### config.mk
export PLATFORM = sky130hd
export DESIGN_NAME = instr_fetch
export DESIGN_NICKNAME = d
export VERILOG_FILES = /design/src/rtl/instr_fetch.sv
export SDC_FILE = /design/constraint.sdc
export NUM_CORES = 1
export LEC_CHECK = 0
export CORE_UTILIZATION = 39
export DETAILED_ROUTE_END_ITERATION = 16
export GPL_ROUTABILITY_DRIVEN = 0
export SYNTH_ARGS = -nofsm -noshare
export SYNTH_HDL_FRONTEND = slang
export SYNTH_SLANG_ARGS = --single-unit
### constraint.sdc
create_clock -name clk -period 4.6 [get_ports clk]
set_input_delay 1.15 -clock clk [delete_from_list [all_inputs] [get_ports clk]]
set_output_delay 1.15 -clock clk [all_outputs]
set_load 0.02 [all_outputs]
### src/rtl/instr_fetch.sv
// Instruction-fetch stage: owns the PC, issues single-outstanding reads to instruction memory
// and holds the IF/ID register. Handles decode stalls, redirects and stale-response discard.
module instr_fetch #(
    parameter logic [31:0] RESET_PC = 32'h0000_0000
) (
    input  logic        clk,
    input  logic        rst_n,
    input  logic        stall,
    input  logic        redirect,
    input  logic [31:0] redirectPc,
    output logic        imemReq,
    output logic [31:0] imemAddr,
    input  logic        imemValid,
    input  logic [31:0] imemData,
    output logic [31:0] instr,
    output logic [31:0] pc,
    output logic [31:0] pcPlus4,
    output logic        instrValid
);

    localparam logic [1:0] StFetch   = 2'd0;
    localparam logic [1:0] StWait    = 2'd1;
    localparam logic [1:0] StHold    = 2'd2;
    localparam logic [1:0] StDiscard = 2'd3;

    logic [1:0]  state, stateNext;
    logic [31:0] fetchPc, fetchPcNext, fetchPcPlus4;
    logic [31:0] bufInstr, bufInstrNext, bufPc, bufPcNext;
    logic [31:0] instrNext, pcNext, pcPlus4Next;
    logic        instrValidNext;

    assign fetchPcPlus4 = fetchPc + 32'd4;

    // Request path is combinational so an accepted response can issue the next fetch same cycle.
    always_comb begin
        imemReq  = 1'b0;
        imemAddr = fetchPc;
        if (rst_n && !redirect) begin
            case (state)
                StFetch: imemReq = 1'b1;
                StWait: begin
                    if (imemValid && !stall) begin
                        imemReq  = 1'b1;
                        imemAddr = fetchPcPlus4;
                    end
                end
                default: imemReq = 1'b0;
            endcase
        end
    end

    always_comb begin
        stateNext      = state;
        fetchPcNext    = fetchPc;
        bufInstrNext   = bufInstr;
        bufPcNext      = bufPc;
        instrNext      = instr;
        pcNext         = pc;
        pcPlus4Next    = pcPlus4;
        instrValidNext = instrValid;

        if (redirect) begin
            fetchPcNext    = redirectPc & 32'hFFFF_FFFC;
            instrNext      = 32'd0;
            instrValidNext = 1'b0;
            bufInstrNext   = 32'd0;
            bufPcNext      = 32'd0;
            // An outstanding request whose response has not arrived must still be drained.
            if ((state == StWait || state == StDiscard) && !imemValid) begin
                stateNext = StDiscard;
            end else begin
                stateNext = StFetch;
            end
        end else begin
            if (!stall) begin
                instrNext      = 32'd0;
                instrValidNext = 1'b0;
            end
            case (state)
                StFetch: stateNext = StWait;
                StWait: begin
                    if (imemValid && !stall) begin
                        instrNext      = imemData;
                        pcNext         = fetchPc;
                        pcPlus4Next    = fetchPcPlus4;
                        instrValidNext = 1'b1;
                        fetchPcNext    = fetchPcPlus4;
                    end else if (imemValid) begin
                        bufInstrNext = imemData;
                        bufPcNext    = fetchPc;
                        stateNext    = StHold;
                    end
                end
                StHold: begin
                    if (!stall) begin
                        instrNext      = bufInstr;
                        pcNext         = bufPc;
                        pcPlus4Next    = bufPc + 32'd4;
                        instrValidNext = 1'b1;
                        fetchPcNext    = fetchPcPlus4;
                        stateNext      = StFetch;
                    end
                end
                default: begin
                    if (imemValid) begin
                        stateNext = StFetch;
                    end
                end
            endcase
        end
    end

    always_ff @(posedge clk or negedge rst_n) begin
        if (!rst_n) begin
            state      <= StFetch;
            fetchPc    <= RESET_PC;
            bufInstr   <= 32'd0;
            bufPc      <= 32'd0;
            instr      <= 32'd0;
            pc         <= 32'd0;
            pcPlus4    <= 32'd0;
            instrValid <= 1'b0;
        end else begin
            state      <= stateNext;
            fetchPc    <= fetchPcNext;
            bufInstr   <= bufInstrNext;
            bufPc      <= bufPcNext;
            instr      <= instrNext;
            pc         <= pcNext;
            pcPlus4    <= pcPlus4Next;
            instrValid <= instrValidNext;
        end
    end

endmodule
==> impl_metrics.json, run 1 <==
{
  "rr_worst_depth": 5,
  "endpoint_kind": "output pin",
  "slowest_delay_ns": 0.68,
  "irDropWorstVdd_uv": 247,
  "via_count": 8966,
  "synth.cell_area_sq_um": 10200,
  "clockBufferDepth": 2,
  "wirelength_um": 31100,
  "cp-start-kind": "primary input",
  "start_util_pct": 40.2,
  "rows": 58,
  "skew_ns": 0.0124,
  "wl_met1_um": 14600,
  "drtIter0Drc": 847,
  "synth_seq_cells": 189,
  "path_buf_inv": 3,
  "synth.area.top_cells": "dfrtp_1 46%, nand2_1 9.1%, xnor2_1 5.1%, xor2_1 4.3%, mux2i_1 3.8%",
  "avgSynthCellArea_sq_um": 8.79,
  "hold_path_depth": 2,
  "rsz0062_at_grt": "no",
  "max_cap_viol_count": 0,
  "hp-class": "reg2reg",
  "cpMostUsedCell": "clkdlybuf4s50_1",
  "syn_to_final_growth_pct": 27.8,
  "synth_cell_type_count": 51,
  "dr.pass1.iters": 5,
  "fillers": 2395,
  "worst-path-max-fanout": 33,
  "drc_errors": 0,
  "clkTransAtPathRegs_ns": 0.08,
  "synth_top_flop_cell": "dfrtp_1",
  "crit_family": "buffers and inverters",
  "status": "complete, no violations",
  "clock.fmax_ghz": 0.226,
  "htreeDepth": 4,
  "n_antenna_cell": 0,
  "finalNetCount": 1372,
  "cp.depth": 6,
  "wl_met3_um": 1800,
  "drive_gt1_share_pct": 6.87,
  "core_area_sq_um": 25500,
  "wl_met2_um": 14100,
  "slew_violations": 0,
  "cp.arrival_ns": 3.28,
  "top_layer_used": "met4",
  "synth_top_area_share_pct": 46.2,
  "clock_latency_ns": 0.44,
  "fp.dieH_um": 164,
  "critical-path-slowest-cell": "clkdlybuf4s50_1",
  "place_ws_ns": -0.00796,
  "tightest_slew_ns": 1.09,
  "die_x_um": 164,
  "pin_count": 199,
  "dp_hpwl_um": 21000,
  "io_buffers": 194,
  "cts_tree": "yes",
  "power_leakage_nw": 5.24,
  "die-area_sq_um": 26900,
  "required_ns": 3.45,
  "setup_slack_ns": 0.174,
  "antenna_found_initial": 1,
  "grtUsageTotal_pct": 24.2,
  "timing.final.crit_share_pct": 96.2,
  "cts_root_buf": "clkbuf_16",
  "finalCriticalPeriod_ns": 4.43,
  "crit_path_cell_trace": "clkdlybuf4s50_1 > and3b_1 > buf_6 > nor2_1 > nor3b_1 > clkdlybuf4s50_1",
  "hold_violations": 0,
  "synth-edff-count": 0,
  "cts_sinks": 189,
  "grt_max_degree": 151,
  "synth-seq-area-share_pct": 46.2,
  "async_flop_share_pct": 100,
  "wire_per_inst_um": 19.0,
  "yosys_warnings": 0,
  "powerDensity_nw_per_um2": 465,
  "relSlewSlack_pct": 27.5,
  "syn_inst": 1164,
  "vias_per_cell": 5.47,
  "cts_buffers": 17,
  "finalSetupTns_ns": 0,
  "crit_type": "in2out",
  "ant_nets": 0,
  "setup_violations": 0,
  "grt_pass1_vias": 8722,
  "grt_pass1_wl_um": 49900,
  "grt_remaining_overflow": 0,
  "yosysTopAreaCell": "dfrtp_1"
}
==> tightest hold or removal path: cells and delay by family (launching register included) <==
family | cells | cell delay [ns]
flops | 1 | 0.35
compound gates | 1 | 0.06
simple gates | 1 | 0.04
==> area by class of cell <==
| class | instances | area, sq um | area share (%) |
|---|---|---|---|
| Timing Repair Buffer | 229 | 2230 | 17.1 |
| Inverter | 12 | 45.0 | 0.345 |
| Clock buffer | 17 | 425 | 3.25 |
| Sequential cell | 189 | 4730 | 36.2 |
| Clock inverter | 15 | 226 | 1.73 |
| Tap cell | 330 | 413 | 3.16 |
| Multi-Input combinational cell | 848 | 5000 | 38.2 |
==> cell usage after synthesis (2+ instances only) <==
cell	number
buf_6	2
xnor2_1	59
o31a_1	2
o21ai_1	2
a22o_1	33
or4_4	2
a21boi_0	3
and3b_1	2
nor2b_1	2
a221oi_1	2
nor3_1	21
a22oi_1	32
inv_1	12
nor4_1	12
a311oi_1	2
nand4_1	25
nand2_1	247
ha_1	6
xor2_1	50
or4_1	3
buf_2	13
buf_4	8
nor3b_1	4
o221ai_1	12
mux2i_1	39
a211oi_1	4
and2_1	2
nor4_2	2
buf_1	8
nand3_1	33
a21oi_1	72
dfrtp_1	189
and3_1	9
clkbuf_1	85
nand2b_1	2
o21ai_0	72
nor2_1	75
and4_1	3
==> state kept, by name (all words and copies together) (netlist names) <==
name        count
pc             31
fetchPc        30
state           2
pcPlus4        30
instr          32
instrValid      1
bufPc          31
bufInstr       32
==> layout by cell type (no fill, tap or decap), types with 4 or more instances in the layout <==
master,count
a21oi_1,72
clkdlybuf4s50_1,192
a22o_1,33
ha_1,5
a22oi_1,32
o21ai_0,72
nor2_1,74
a211oi_1,4
xnor2_1,59
nand3_1,32
dfrtp_1,189
buf_4,33
inv_8,4
xor2_1,50
nor3b_1,4
nor4_1,9
mux2i_1,39
clkbuf_16,17
inv_1,12
nand2_1,247
nor3_1,20
nor4_2,5
nand4_1,25
o221ai_1,12
and3_1,8
==> layer usage <==
| metal | up-vias | track usage [%] |
|---|---|---|
| met5 | - | 0 |
| met4 | 0 | 7.20 |
| met3 | 38 | 3.23 |
| met2 | 311 | 36.9 |
| met1 | 4377 | 35.5 |
| li1 | 4240 | - |
==> logic make-up (layout without fill, tap and decap cells) <==
family / count (synthesis) / count (layout) / share of synthesized area [%]
flip-flops: 189 / 189 / 46.2
AND/OR/NAND/NOR: 452 / 452 / 19.8
multiplexers: 39 / 39 / 3.82
buffers and inverters: 128 / 273 / 5.30
other: 1 / 2 / 0.0367
adder cells (fa/ha/maj): 6 / 6 / 0.734
XOR/XNOR: 109 / 109 / 9.33
AO/OA/AOI/OAI: 240 / 240 / 14.8
==> report_power, final <==
part	internal (W)	switching, W
clock network	0.000892	0.000747
registers	0.00196	0.000269
logic	0.000905	0.00130
total	0.00376	0.00232
==> what timing repair did <==
item / 4_1_cts / 5_1_grt
resized for setup: 1 / 3
endpoints found under the setup margin: 1 / 5
setup buffers: 0 / 0
hold buffers: 0 / 0
==> stage by stage <==
| step | power (W) | utilization [%] | cell area (sq um) | std cells | hold WS (ns) |
|---|---|---|---|---|---|
| after floorplan | 0.00345 | - | 10200 | 1165 | 0.468 |
| after CTS | 0.00611 | 51.3 | 13100 | 1640 | 0.487 |
| after global placement | 0.00445 | 48.7 | 12400 | 1608 | 0.465 |
| after global routing | 0.00640 | 51.3 | 13100 | 1640 | 0.507 |
| after detailed placement | 0.00448 | 48.7 | 12400 | 1608 | 0.469 |
| final | 0.00607 | 51.3 | 13100 | 1640 | 0.479 |
==> path summary, 6_finish.rpt <==
check,startpoint,endpoint,slack [ns]
max in group asynchronous,rst_n,pcPlus4[30],2.35
min in group asynchronous,rst_n,fetchPc[13],0.52
max,imemValid,imemReq,0.17
max reg2reg,state[0],pcPlus4[31],1.73
min reg2reg,pc[14],pc[14],0.48
min,pc[14],pc[14],0.48
No activity file was read; power rests on OpenSTA's default activity.
==> run 2, diff against run 1 <==
- PLACE_DENSITY: default -> 0.65
- clock period: 4.6 -> 3.6 ns (I/O delays scaled with it)
==> run 2 against run 1 <==
  * Register-to-register slack worse by 0.71 ns
  * Critical path depth rose by 1
  * Clock power rose by 18%
  * Routed wire length increased by 1.7%
  * Cell count up 2.3%
  * Non-clock buffer count increased by 37
  * Utilization is 0.80 points higher
  * Sequential share of layout area fell by 0.52 points
  * Die area stayed put
  * Worst hold slack gained 0.0019 ns
  * Power increased by 26%
==> impl_metrics.json, run 2 (synthesis gave the netlist of run 1 again) <==
{
  "status": "complete, no violations",
  "start_util_pct": 40.2,
  "grt_use_met3_pct": 6.04,
  "grt_remaining_overflow": 0,
  "timing.final.crit_share_pct": 98.5,
  "cp-start-kind": "primary input",
  "holdWs_ns": 0.481,
  "drc_errors": 0,
  "wire_per_inst_um": 18.9,
  "ant_nets": 0,
  "busiest_layer": "met2",
  "grt_max_degree": 75,
  "endpoint_kind": "output pin",
  "grt_pass1_vias": 8817,
  "crit_path_cell_trace": "clkdlybuf4s50_1 > and3b_2 > and3b_2 > nand3_1 > nor2_1 > xnor2_1 > dlygate4sd2_1",
  "rr_worst_depth": 7,
  "use_met2_pct": 37.4,
  "cpMostUsedCell": "and3b_2",
  "final-instance-count-excl-fill": 1677,
  "r2r_end": "pcPlus4[20]",
  "cts_tree": "yes",
  "hold_violations": 0,
  "report.power.total_w": 0.00763,
  "cts_buffers": 17,
  "grtUsageTotal_pct": 24.0,
  "cts_sinks": 189,
  "dr.pass1.iters": 7,
  "slowest_delay_ns": 0.47,
  "finalCriticalPeriod_ns": 3.55,
  "clkTransAtPathRegs_ns": 0.08,
  "top_regs": "bufInstr x32, instr x32",
  "die-area_sq_um": 26900,
  "powerDensity_nw_per_um2": 575,
  "path_buf_inv": 2,
  "multi_input_area_sq_um": 5000,
  "vias_per_cell": 5.43,
  "syn_to_final_growth_pct": 29.8,
  "drive_gt1_share_pct": 10.3,
  "critical-path-slowest-cell": "clkdlybuf4s50_1",
  "reg2reg_slack_ns": 1.02,
  "crit_family": "buffers and inverters",
  "n_antenna_cell": 0,
  "tightest_slew_ns": 0.973,
  "cts_setup_buffers": 0,
  "crit_type": "in2out",
  "antenna_found_initial": 2,
  "die_x_um": 164,
  "fp.dieH_um": 164,
  "dp.cells": 1645,
  "cts_root_buf": "clkbuf_16",
  "htreeDepth": 4,
  "grt_pass1_wl_um": 49700,
  "finalNetCount": 1409,
  "use_met1_pct": 33.1,
  "dp_hpwl_um": 21700,
  "rows": 58,
  "via_count": 9102,
  "holdPathEnd": "pcPlus4[6]",
  "pin_count": 199,
  "finish.utilization_pct": 52.1,
  "core_area_sq_um": 25500,
  "clockBufferDepth": 2,
  "hold_path_depth": 2,
  "max_cap_viol_count": 0,
  "fillers": 2360,
  "required_ns": 2.70,
  "skew_ns": 0.0122,
  "cp.arrival_ns": 2.65,
  "drtIter0Drc": 697,
  "min-delay-start": "pcPlus4[6]",
  "hp-class": "reg2reg",
  "power_leakage_nw": 5.47,
  "timing.rr.start": "fetchPc[3]",
  "ctsHoldBuffers": 0,
  "io_buffers": 194,
  "irDropWorstVdd_uv": 325,
  "clock.fmax_ghz": 0.282,
  "layout_commonest_cell": "nand2_1",
  "setup_violations": 0,
  "worst-path-max-fanout": 3,
  "clock_latency_ns": 0.44,
  "layout_common_cells": "247 x nand2_1, 185 x dfrtp_1, 161 x clkdlybuf4s50_1",
  "register_area_sq_um": 4730,
  "relSlewSlack_pct": 35.1,
  "slew_violations": 0,
  "wirelength_um": 31600
}
run 2: cell count changes in the layout (fill, tap and decap cells not counted), sizes merged, moves of 3 or more:
cell and change:
clkdlybuf4s50 -31, clkbuf +6, dlygate4sd2 +23, buf +37, inv +3
run 2: how the worst max path moves through the flow:
stage / startpoint / end / slack, ns / cells past startpoint
floorplan: imemValid / imemAddr[16] / 0.06 / 8
global placement: imemValid / imemReq / -0.34 / 6
detailed placement: imemValid / imemReq / -0.39 / 6
CTS: imemValid / imemReq / -0.01 / 6
global route: imemValid / imemReq / -0.01 / 6
finish: imemValid / imemAddr[22] / 0.05 / 7
run 2: metrics by stage:
stage	worst slack, ns	setup TNS (ns)	area [sq um]
finish	0.0544	0	13300
global route	-0.0122	-0.0162	13300
CTS	-0.0136	-0.0136	13300
detailed placement	-0.387	-6.35	12700
global placement	-0.340	-5.53	12700
floorplan	0.0566	0	10200
run 2: repair_timing:
action,4_1_cts,5_1_grt
hold endpoints to repair,0,0
resized for setup,42,13
endpoints found under the setup margin,31,21
run 2: tightest hold or removal path, cell delays in order, from the launching register on:
cell and delay (ns):
dfrtp_1 0.35, nand2_1 0.05, o21ai_0 0.06
run 2: layout make-up:
| type | instances | area share, % |
|---|---|---|
| clock inverters | 15 | 1.27 |
| clock buffers | 17 | 3.20 |
| inverters | 12 | 0.339 |
| repair buffers | 266 | 18.8 |
| multi-input cells | 848 | 37.6 |
| well taps | 330 | 3.11 |
| flip-flops and latches | 189 | 35.7 |
run 2: power by group:
part	internal [W]	switching (W)
logic	0.00118	0.00171
registers	0.00251	0.000299
clock network	0.000997	0.000937
run 2: layer usage:
layer,vias up,part of all wire [%]
met5,-,0.085
met3,35,8.3
met1,4366,44
li1,4322,-
met2,375,46
met4,4,1.6
==> run 3, diff against run 2 <==
- CORE_UTILIZATION: 39 -> 48
- HOLD_SLACK_MARGIN: default -> 0.12
- PLACE_DENSITY: 0.65 -> 0.78
==> run 3 against run 2 <==
  * Routed wire length shrank 6.1%
  * Sequential power is essentially flat
  * Sequential share of layout area grew 0.43 points
  * Utilization grew 10 points
  * Non-clock buffer count shrank 9
  * Critical path type unchanged
  * Critical endpoint is now imemAddr[26]
  * Critical path depth shrank 1
  * Largest cell class unchanged
==> impl_metrics.json, run 3 (synthesis gave the netlist of run 1 again) <==
{
  "fillers": 1769,
  "crit_type": "in2out",
  "die_x_um": 148,
  "cts_root_buf": "clkbuf_16",
  "required_ns": 2.70,
  "hold_violations": 0,
  "drc_errors": 0,
  "slew_violations": 0,
  "cp.arrival_ns": 2.67,
  "endpoint_kind": "output pin",
  "htreeDepth": 4,
  "clkTransAtPathRegs_ns": 0.07,
  "dr.pass1.iters": 5,
  "grtUsageTotal_pct": 27.5,
  "relSlewSlack_pct": 28.4,
  "irDropWorstVdd_uv": 397,
  "grt_max_degree": 146,
  "holdPathEnd": "pc[8]",
  "n_antenna_cell": 0,
  "timing.rr.start": "fetchPc[3]",
  "grt_pass1_vias": 8696,
  "via_count": 9242,
  "clock_latency_ns": 0.45,
  "top_regs": "bufInstr x32, instr x32",
  "setup_violations": 0,
  "timing.final.crit_share_pct": 99.1,
  "cts_setup_buffers": 0,
  "cp-start-kind": "primary input",
  "clockBufferDepth": 2,
  "status": "complete, no violations",
  "dp_hpwl_um": 20000,
  "r2r_end": "pcPlus4[20]",
  "clock.fmax_ghz": 0.280,
  "vias_per_cell": 5.73,
  "ant_nets": 0,
  "cts_sinks": 189,
  "antenna_found_initial": 2,
  "pin_count": 199,
  "drive_gt1_share_pct": 10.3,
  "skew_ns": 0.0119,
  "finalNetCount": 1400,
  "core_area_sq_um": 21000,
  "start_util_pct": 48.8,
  "grt_remaining_overflow": 0,
  "fp.dieH_um": 148,
  "max_cap_viol_count": 0,
  "worst-path-max-fanout": 4,
  "layout_commonest_cell": "nand2_1",
  "layout_common_cells": "247 x nand2_1, 188 x dfrtp_1, 161 x clkdlybuf4s50_1",
  "min-delay-start": "pc[8]",
  "drtIter0Drc": 763,
  "wire_per_inst_um": 18.4,
  "finish.utilization_pct": 62.6,
  "syn_to_final_growth_pct": 28.1,
  "rsz0062_at_grt": "no",
  "finalSetupTns_ns": 0,
  "grt_pass1_wl_um": 46900,
  "io_buffers": 194,
  "tightest_slew_ns": 1.06,
  "reg2reg_slack_ns": 1.02,
  "hp-class": "reg2reg",
  "cts_tree": "yes",
  "rows": 53,
  "hold_path_depth": 2,
  "rr_worst_depth": 7,
  "power_leakage_nw": 5.41,
  "wirelength_um": 29700,
  "die-area_sq_um": 21900,
  "powerDensity_nw_per_um2": 581,
  "finalCriticalPeriod_ns": 3.57,
  "cts_buffers": 17
}
==> run 3: how the worst max path moves through the flow <==
| stage | end | slack [ns] | startpoint |
|---|---|---|---|
| after floorplan | imemAddr[16] | 0.06 | imemValid |
| after global placement | imemAddr[18] | -0.37 | stall |
| after detailed placement | imemAddr[18] | -0.42 | stall |
| after CTS | imemAddr[15] | 0.0007 | stall |
| after global routing | imemAddr[5] | 0.001 | stall |
| final | imemAddr[26] | 0.03 | stall |
==> run 3: report_power, final <==
part           switching (W)  internal [W]  leakage, nW
registers           0.000282       0.00251         2.51
logic                0.00169       0.00117         2.61
clock network       0.000955       0.00101        0.299
total                0.00293       0.00469         5.41
==> run 3: critical path: stages <==
cell and delay (ns):
clkdlybuf4s50_1 0.44, and3b_2 0.30, and3b_2 0.29, nand4_1 0.12, xnor2_1 0.25, dlygate4sd2_1 0.37
==> run 3: stage by stage <==
stage	power [W]	area (sq um)	setup slack (ns)	std cells	hold slack, ns
after CTS	0.00766	13200	0.000669	1613	0.487
after global routing	0.00799	13100	0.00112	1613	0.504
after floorplan	0.00441	10200	0.0566	1165	0.468
after global placement	0.00566	12600	-0.370	1581	0.462
final	0.00762	13100	0.0313	1613	0.482
after detailed placement	0.00572	12600	-0.417	1581	0.471
==> run 3: final cells by class <==
cell class,count,area [sq um],area share [%]
Tap cell,275,344,2.63
Multi-Input combinational cell,848,5000,38.2
Timing Repair Buffer,257,2360,18.0
Clock buffer,17,425,3.25
Clock inverter,15,196,1.50
Sequential cell,189,4730,36.1
Inverter,12,45.0,0.344
==> run 3: per-layer routing <==
layer | wire (um) | share of wire [%] | GRT usage (%) | up-vias
li1 | - | - | - | 4286
met1 | 12300 | 41 | 37.4 | 4480
met2 | 13900 | 47 | 42.5 | 417
met3 | 2820 | 9.5 | 7.62 | 55
met4 | 661 | 2.2 | 8.92 | 4
met5 | 27 | 0.091 | 0 | -
==> run 3: timing repair <==
| item | 4_1_cts | 5_1_grt |
|---|---|---|
| pin swaps | 0 | 1 |
| endpoints found under the setup margin | 31 | 25 |
| hold buffers | 0 | 0 |
| resized for setup | 50 | 40 |
==> variant: new RTL, config.mk and constraints of run 3 <==
Reset style: synchronous (`rst_n`), changed in one clocked block.
--- a/src/rtl/instr_fetch.sv
+++ b/src/rtl/instr_fetch.sv
@@ -110,7 +110,7 @@
         end
     end
 
-    always_ff @(posedge clk or negedge rst_n) begin
+    always_ff @(posedge clk) begin
         if (!rst_n) begin
             state      <= StFetch;
             fetchPc    <= RESET_PC;
Function: differs if rst_n is asserted again (counterexample within 4 cycles, from zero or initial values and one cycle with rst_n low); with rst_n held inactive, the same outputs for 4 cycles.
==> variant against run 3 <==
First-iteration DRC count grew 18%. Maximum frequency rose by 0.32%. Setup slack better by 0.011 ns. Global-route usage is 1.5 points higher. Register-to-register slack got worse by 0.07 ns. Synthesized area is 5.5% lower. Routed wire length up 0.37%. Utilization rose by 1.6 points. Sequential cell count shrank 2. Worst hold slack lost 0.027 ns. Cell area down 4.2%. Critical path type unchanged. Critical endpoint is now imemAddr[9]. Highest routed layer is now met4.
Power is not compared: it rests on default switching activity, and its combinational part moved more than twofold at a synthesized area within 25%.
==> variant: results (changes against run 3) <==
stage,metric,value,unit,change
status,status,"finished, final reports clean",,
yosys,"FFs w/ async S/R, synth",0,,-1.000
layout,# fillers,1653,,-6.6%
worst_setup_path,Reg-to-Reg Start,state[0],,
sta,Slew Limit Headroom,0.2798,,-0.004325
worst_setup_path,reg2reg path depth,7,,unchanged
min_path,Hold Path Origin,bufInstr[13],,
placed_design,port bufs,190,,-2.1%
worst_setup_path,"Max FO, Critical Path",20,,+16
layout,Final nets,1465,,+4.6%
routing,Via Count,9612,,+4.0%
layout,share of cells above drive strength 1,0.1098,,+0.006626
sta,Final Skew,0.007275,ns,-0.004607 ns
yosys,largest area contributor in the synthesized netlist,dfxtp_1,,
global_routing,largest net degree at the start of global routing,98,,-33%
placed_design,DP HPWL,21.05,mm,+5.3%
yosys,number of distinct library cells after synthesis,57,,+12%
sta,fin crit share,0.9882,,-0.003130
min_path,WHS Endpoint,bufInstr[13],,
worst_setup_path,"Data arrival, critical path",2.66,ns,about the same
clocking,later-pin clock latency in the skew report,0.43,ns,-0.02 ns
yosys,ranking of synthesized cells by area,"dfxtp_1, nand2_1, xnor2_1",,
worst_setup_path,"reg-to-reg slack, setup",0.95,ns,-0.07 ns
global_routing,first-pass GRT wire length,46.57,mm,-0.78%
routing,starting DRC count in detailed routing,902,,+18%
routing,final WL,29.80,mm,+0.37%
global_routing,vias in the first global route,8850,,+1.8%
yosys,most common library cells after synthesis,"nand2_1, dfxtp_1, a21oi_1, nor2_1, clkbuf_1",,
variant: changes by cell type after synthesis, moves of 14 or more:
cell,change
nand2_1,-44
dfxtp_1,+187
dfrtp_1,-189
xor2_1,-25
nor3_1,+14
o21ai_0,-19
a21oi_1,+18
a211oi_1,+27
nor2_1,+15
variant: cells by family after synthesis:
kind of cell | share of synthesized area
AO/OA/AOI/OAI | 0.1997
XOR/XNOR | 0.07881
adder cells (fa/ha/maj) | 0.007765
buffers and inverters | 0.06251
flip-flops | 0.3872
multiplexers | 0.03844
other | 0.0003879
AND/OR/NAND/NOR | 0.2252
variant: per-stage QoR:
step | util | setup TNS [ns] | hold WS [ns] | cell area (sq um) | std cells
detailed placement | 0.6168 | -8.782 | 0.4462 | 12080 | 1636
global route | 0.6413 | -0.1519 | 0.4671 | 12560 | 1668
CTS | 0.6443 | -0.007997 | 0.4556 | 12620 | 1668
finish | 0.6413 | 0 | 0.4548 | 12560 | 1668
global placement | 0.6168 | -8.027 | 0.4408 | 12080 | 1636
floorplan | - | 0 | 0.4357 | 9687 | 1221
variant: power by group:
part | switching (mW) | internal [mW] | total, mW
logic | 0.696 | 0.440 | 1.14
registers | 0.0677 | 2.15 | 2.22
clock network | 0.837 | 0.951 | 1.79
variant: repair_timing:
item / 4_1_cts / 5_1_grt
resized for setup: 43 / 41
setup endpoints to repair: 29 / 24
hold buffers: 0 / 0
variant: how the worst max path moves through the flow:
stage          slack, ns  cells after the start  start            to
2_1_floorplan       0.27                      7  stall  imemAddr[17]
3_3_place_gp       -0.42                      7  stall  imemAddr[18]
3_5_place_dp       -0.42                      7  stall  imemAddr[18]
4_1_cts           -0.008                      7  stall  imemAddr[24]
5_1_grt            -0.03                      8  stall  imemAddr[21]
6_report            0.04                      8  stall   imemAddr[9]
variant: tightest hold or removal path, delay by kind of cell (launching register included):
| family | cells | cell delay [ns] |
|---|---|---|
| DFF | 1 | 0.31 |
| and+or+nand+nor | 1 | 0.05 |
| AOI/OAI and AO/OA | 1 | 0.05 |
variant: final cells by class:
type,instances,area [sq um],share of cell area
clock inverters,11,85.08,0.006772
repair buffers,272,2466,0.1963
clock buffers,21,470.5,0.03745
flip-flops and latches,187,3744,0.2980
inverters,19,71.32,0.005677
multi-input cells,893,5395,0.4294
well taps,265,331.6,0.02639
variant: layer usage:
layer	GRT usage	wire (um)	vias to the layer above
met1	0.3672	12160	4472
met3	0.07897	2908	65
met2	0.4587	13690	458
met4	0.1305	1042	0
met5	0	0	-
li1	-	-	4617
